[src/rtl/pwm_ctrl_pkg.sv]
// Shared types and helpers for the PWM duty ramp controller.
package pwm_ctrl_pkg;

  typedef enum logic [1:0] {
    IDLE,
    RAMP,
    SETTLE
  } ramp_state_t;

  localparam int DUTY_MAX_DEF = 10;

  // Saturate a signed duty request into 0..max_val.
  function automatic int clamp_duty(input int val, input int max_val);
    if (val < 0) begin
      return 0;
    end else if (val > max_val) begin
      return max_val;
    end else begin
      return val;
    end
  endfunction

endpackage

[src/rtl/period_tick_div.sv]
// Divides PWM period_start pulses by DIV and emits a one-cycle step enable.
module period_tick_div #(
  parameter int DIV = 4
) (
  input  logic clk,
  input  logic rst,
  input  logic tick,
  input  logic clr,
  input  logic preset,
  output logic step_en
);

  localparam int CNT_W = (DIV > 1) ? $clog2(DIV) : 1;
  localparam logic [CNT_W-1:0] LAST = CNT_W'(DIV - 1);

  logic [CNT_W-1:0] cnt_q, cnt_d;

  // Preset loads the last count so the very next tick produces a step.
  always_comb begin
    cnt_d   = cnt_q;
    step_en = tick && (cnt_q == LAST);
    if (preset) begin
      cnt_d = LAST;
    end else if (clr) begin
      cnt_d = '0;
    end else if (tick) begin
      cnt_d = (cnt_q == LAST) ? '0 : cnt_q + CNT_W'(1);
    end
  end

  always_ff @(posedge clk) begin
    if (rst) begin
      cnt_q <= '0;
    end else begin
      cnt_q <= cnt_d;
    end
  end

endmodule

[src/rtl/pwm_duty_ramp_ctrl.sv]
// Ramps the pwm_counter duty input one step at a time toward a commanded target,
// changing only on period boundaries and spacing steps RAMP_DIV periods apart.
module pwm_duty_ramp_ctrl
  import pwm_ctrl_pkg::*;
#(
  parameter int DUTY_W   = 4,
  parameter int DUTY_MAX = DUTY_MAX_DEF,
  parameter int RAMP_DIV = 4
) (
  input  logic              clk,
  input  logic              rst,
  input  logic              period_start,
  input  logic              btn_up,
  input  logic              btn_down,
  input  logic              target_valid,
  input  logic [DUTY_W-1:0] target,
  output logic              target_ready,
  output logic [DUTY_W-1:0] duty_multiplier,
  output logic              busy,
  output logic              at_min,
  output logic              at_max
);

  ramp_state_t       state_q, state_d;
  logic [DUTY_W-1:0] duty_q, duty_d;
  logic [DUTY_W-1:0] target_q, target_d;
  logic [DUTY_W:0]   duty_ext;
  logic              load;
  int                load_val;
  logic              step_en;

  assign duty_ext = {1'b0, duty_q};

  period_tick_div #(
    .DIV(RAMP_DIV)
  ) u_div (
    .clk    (clk),
    .rst    (rst),
    .tick   (period_start && (state_q == RAMP)),
    .clr    (state_q != RAMP),
    .preset (load && (state_d == RAMP)),
    .step_en(step_en)
  );

  always_comb begin
    state_d  = state_q;
    duty_d   = duty_q;
    target_d = target_q;
    load     = 1'b0;
    load_val = 0;
    unique case (state_q)
      IDLE: begin
        // Command wins over buttons; both buttons at once cancel out.
        if (target_valid) begin
          load     = 1'b1;
          load_val = clamp_duty(int'({1'b0, target}), DUTY_MAX);
        end else if (btn_up && !btn_down) begin
          load     = 1'b1;
          load_val = clamp_duty(int'(duty_ext + (DUTY_W+1)'(1)), DUTY_MAX);
        end else if (btn_down && !btn_up) begin
          load     = 1'b1;
          load_val = clamp_duty(int'(duty_ext) - 1, DUTY_MAX);
        end
        if (load) begin
          target_d = DUTY_W'(load_val);
          if (target_d != duty_q) begin
            state_d = RAMP;
          end
        end
      end
      RAMP: begin
        if (step_en) begin
          duty_d = (target_q > duty_q) ? duty_q + DUTY_W'(1) : duty_q - DUTY_W'(1);
          if (duty_d == target_q) begin
            state_d = SETTLE;
          end
        end
      end
      SETTLE: begin
        // Hold one full period at the final duty before accepting new work.
        if (period_start) begin
          state_d = IDLE;
        end
      end
      default: state_d = IDLE;
    endcase
  end

  always_ff @(posedge clk) begin
    if (rst) begin
      state_q  <= IDLE;
      duty_q   <= '0;
      target_q <= '0;
    end else begin
      state_q  <= state_d;
      duty_q   <= duty_d;
      target_q <= target_d;
    end
  end

  assign duty_multiplier = duty_q;
  assign target_ready    = (state_q == IDLE);
  assign busy            = (state_q != IDLE);
  assign at_min          = (duty_q == '0);
  assign at_max          = (duty_q == DUTY_W'(DUTY_MAX));

endmodule
[config.mk]
export PLATFORM = sky130hd
export DESIGN_NAME = pwm_duty_ramp_ctrl
export DESIGN_NICKNAME = d
export VERILOG_FILES = /design/src/rtl/pwm_ctrl_pkg.sv /design/src/rtl/period_tick_div.sv /design/src/rtl/pwm_duty_ramp_ctrl.sv
export SDC_FILE = /design/constraint.sdc
export NUM_CORES = 1
export LEC_CHECK = 0
export BUFFER_PORTS_ARGS = -buffer_cell sky130_fd_sc_hd__buf_2
export CORE_MARGIN = 2
export CORE_UTILIZATION = 50
export DETAILED_ROUTE_END_ITERATION = 7
export PLACE_DENSITY = 0.77
export SYNTH_ARGS = -nofsm -noshare
export SYNTH_HDL_FRONTEND = slang
export SYNTH_HIERARCHICAL = 1
export SYNTH_SLANG_ARGS = --single-unit
[constraint.sdc]
create_clock -name clk -period 5.2 [get_ports clk]
set_clock_uncertainty 0.1 [all_clocks]
set_input_delay 0.26 -clock clk [delete_from_list [all_inputs] [get_ports clk]]
set_output_delay 0.26 -clock clk [all_outputs]
set_load 0.05 [all_outputs]
==> reports/metrics.json <==
{
  "logic_synthesis": {
    "synthesis.nets": 204,
    "avg_inst_size_synth_um2": 8.07,
    "syn_inst": 178,
    "synth-edff-count": 0,
    "netlist_area_mm2": 0.00144,
    "post_synth_num_cell_types": 59,
    "synth_seq_cells": 12,
    "synth-seq-area-share_pct": 16.7,
    "ys_dominant_reg_cell": "dfxtp_1",
    "synth-async-reset-ratio_pct": 0,
    "ys.warnings.count": 6
  },
  "finish": {
    "drive_above_1_share_pct": 19.6,
    "finalNetCount": 216,
    "syn2layout_area_growth_pct": 5.84,
    "mostFrequentLayoutCells": "nor2_1 (21), buf_2 (17), ha_1 (15), inv_1 (14), dfxtp_1 (12)",
    "layout.filler_cells": 249,
    "diodes": 0,
    "commonest_non_fill_non_tap_cell_in_the_layout": "nor2_1"
  },
  "global_routing": {
    "initial_antenna_violation_count": 0,
    "grt_max_degree": 22,
    "first_global_vias": 1211,
    "grt_util_all_layers_pct": 21.0,
    "grt_first_pass_wirelength_um": 5450,
    "grt_overflow": 0
  },
  "setup_path": {
    "crit_path_max_fanout": 19,
    "cp_data_arrival_time_ns": 3.83,
    "critPathLaunchType": "flop",
    "worst_ep_required_time_ns": 5.30,
    "critPathCaptureType": "flop",
    "worst-setup-path-type": "flop to flop"
  },
  "clock_tree": {
    "clk_root_buffer_cell": "clkbuf_4",
    "cts_tree": "done",
    "cts_sinks": 12,
    "post_cts_hold_buffer_count": 0,
    "postCtsSetupBuffers": 0,
    "clk_pin_slew_worst_paths_ns": 0.07,
    "cts_resized": 0,
    "clock_tree.htree_level_count": 1,
    "clock_latency_ns": 0.27,
    "cts-buffers-inserted": 3,
    "cts_max_path_buffers": 2
  },
  "power": {
    "power_frac_seq_pct": 35.0,
    "p_leak_nw": 0.622,
    "netSwitchingFraction_pct": 36.7,
    "internal-power_w": 0.000194,
    "net-switching-power_w": 0.000112,
    "vdd.ir_drop.worst_v": 0.000177,
    "clk_network_pwr_share_pct": 23.8,
    "power-per-cell-area_mw_per_mm2": 201,
    "comb_power_share_pct": 41.2
  },
  "route": {
    "drt_iter0_markers": 109,
    "via_per_inst": 6.04,
    "drc_errors": 0,
    "post_drt_wl_per_cell_um": 14.9,
    "drt-total-wl_um": 3270,
    "antenna_violating_nets_post_route": 0,
    "detailroute.via_count": 1328,
    "initial_drt_pass_iterations": 4
  },
  "die": {
    "die_x_um": 57.6,
    "pin_count": 18,
    "die-height_um": 57.6,
    "floorplan.initialDensity_pct": 52.5,
    "rows": 19,
    "full_die_area_mm2": 0.00332,
    "placeable_area_mm2": 0.00273
  },
  "sta": {
    "setup_repair_after_global_routing_missed_its_margin": "no",
    "setup_viol_count_final": 0,
    "timing_hold_violations_final": 0,
    "max-slew-margin-rel_pct": 48.4,
    "layout_min_cycle_time_ns": 3.73,
    "whs_ns": 0.234,
    "count_of_final_max_slew_check_failures": 0,
    "slew_worst_pin_ns": 0.773,
    "tcrit_tclk_final_pct": 71.7,
    "tns_ns": 0,
    "clock.fmax_mhz": 268
  },
  "job": {
    "reported_max_cap_violation_count": 0
  },
  "placement": {
    "port_buffers": 17,
    "gp_congestion": 0.882,
    "detailedPlacementHpwl_um": 2520
  },
  "outcome": {
    "run_status": "completed"
  },
  "worst_hold_path": {
    "hold_class": "primary input to flop"
  }
}
cells in the mapped netlist (2+ instances only):
cell type / number / area share, %
a21o_1: 2 / 1.0
a21oi_1: 11 / 3.8
a221oi_1: 2 / 1.2
a31o_2: 2 / 1.2
a32oi_1: 2 / 1.2
and2_1: 2 / 0.87
buf_4: 2 / 1.0
buf_6: 4 / 3.1
clkbuf_1: 3 / 0.78
dfxtp_1: 12 / 17
ha_1: 15 / 13
inv_1: 14 / 3.7
mux2i_1: 2 / 1.4
nand2_1: 10 / 2.6
nand2b_1: 6 / 2.6
nand3_1: 3 / 1.0
nor2_1: 21 / 5.5
nor2b_1: 6 / 2.6
nor3_1: 4 / 1.4
o211ai_1: 3 / 1.6
o21ai_0: 5 / 1.7
o311ai_1: 2 / 1.2
or2_2: 2 / 0.87
xnor2_1: 6 / 3.7
xor2_1: 3 / 1.8
critical path, cell delays in order, from the launching register on:
cell and delay (ns):
dfxtp_1 0.74, inv_1 0.28, ha_1 0.37, nor2b_1 0.16
o211ai_1 0.14, a21oi_4 0.21, inv_1 0.10, ha_1 0.33
xor2_1 0.23, xnor2_1 0.10, nor3_2 0.18, or2b_1 0.24
mux2i_1 0.18, a32oi_1 0.15, a211oi_2 0.15
cell type report:
cell class                 count  area (um2)  share of cell area [%]
multi-input combinational    141        1060                    70.0
clock buffer                   4        36.3                    2.39
inverter                      15        56.3                    3.70
tap                           31        38.8                    2.55
timing repair buffer          17        85.1                    5.60
sequential                    12         240                    15.8
worst paths after layout:
path	from	to	slack (ns)	depth (start not counted)
max reg2reg	duty_multiplier[1]$_SDFFE_PP0P_	state_q[1]$_SDFF_PP0_	1.47	14
min	rst	duty_multiplier[1]$_SDFFE_PP0P_	0.23	2
min reg2reg	state_q[0]$_SDFF_PP0_	state_q[1]$_SDFF_PP0_	0.38	1
max	duty_multiplier[1]$_SDFFE_PP0P_	state_q[1]$_SDFF_PP0_	1.47	14
kinds of logic (layout without fill, tap and decap cells):
| group | after synthesis | in the layout | share of synthesized area [%] |
|---|---|---|---|
| AO/OA/AOI/OAI | 50 | 50 | 29.3 |
| XOR/XNOR | 10 | 10 | 6.62 |
| adder cells (fa/ha/maj) | 16 | 16 | 14.5 |
| buffers and inverters | 25 | 36 | 9.23 |
| flip-flops | 12 | 12 | 16.7 |
| multiplexers | 2 | 2 | 1.39 |
| AND/OR/NAND/NOR | 63 | 63 | 22.3 |
state kept, by name, indices dropped and copies added, names as in the netlist:
name / flops
duty_multiplier: 4
u_div/cnt_q: 2
target_q: 4
state_q: 2
per-layer routing:
metal  track usage, %  vias to the layer above  routed length, um
li1                 -                      660                  -
met1             27.9                      622               1440
met2             34.4                       42               1640
met3             3.63                        4                148
met4             6.98                        0                 42
met5                0                        -                  0
stage by stage:
| step | std cells | setup slack, ns | area [um2] | total power (W) | util, % |
|---|---|---|---|---|---|
| after global routing | 220 | 1.25 | 1520 | 0.000326 | 55.6 |
| after global placement | 216 | 1.73 | 1480 | 0.000230 | 54.3 |
| after detailed placement | 216 | 1.48 | 1480 | 0.000234 | 54.3 |
| after CTS | 220 | 1.47 | 1520 | 0.000309 | 55.6 |
| after floorplan | 178 | 1.69 | 1440 | 0.000210 | - |
| final | 220 | 1.47 | 1520 | 0.000306 | 55.6 |
power groups by stage:
stage	Clock, W	Combinational, W	Sequential [W]
2_1_floorplan	0	0.000103	0.000107
3_3_place_gp	0	0.000121	0.000108
3_5_place_dp	0	0.000125	0.000109
4_1_cts	0.0000756	0.000126	0.000107
5_1_grt	0.0000811	0.000137	0.000108
6_report	0.0000729	0.000126	0.000107
Note: power is estimated with default switching activity, not from simulation.
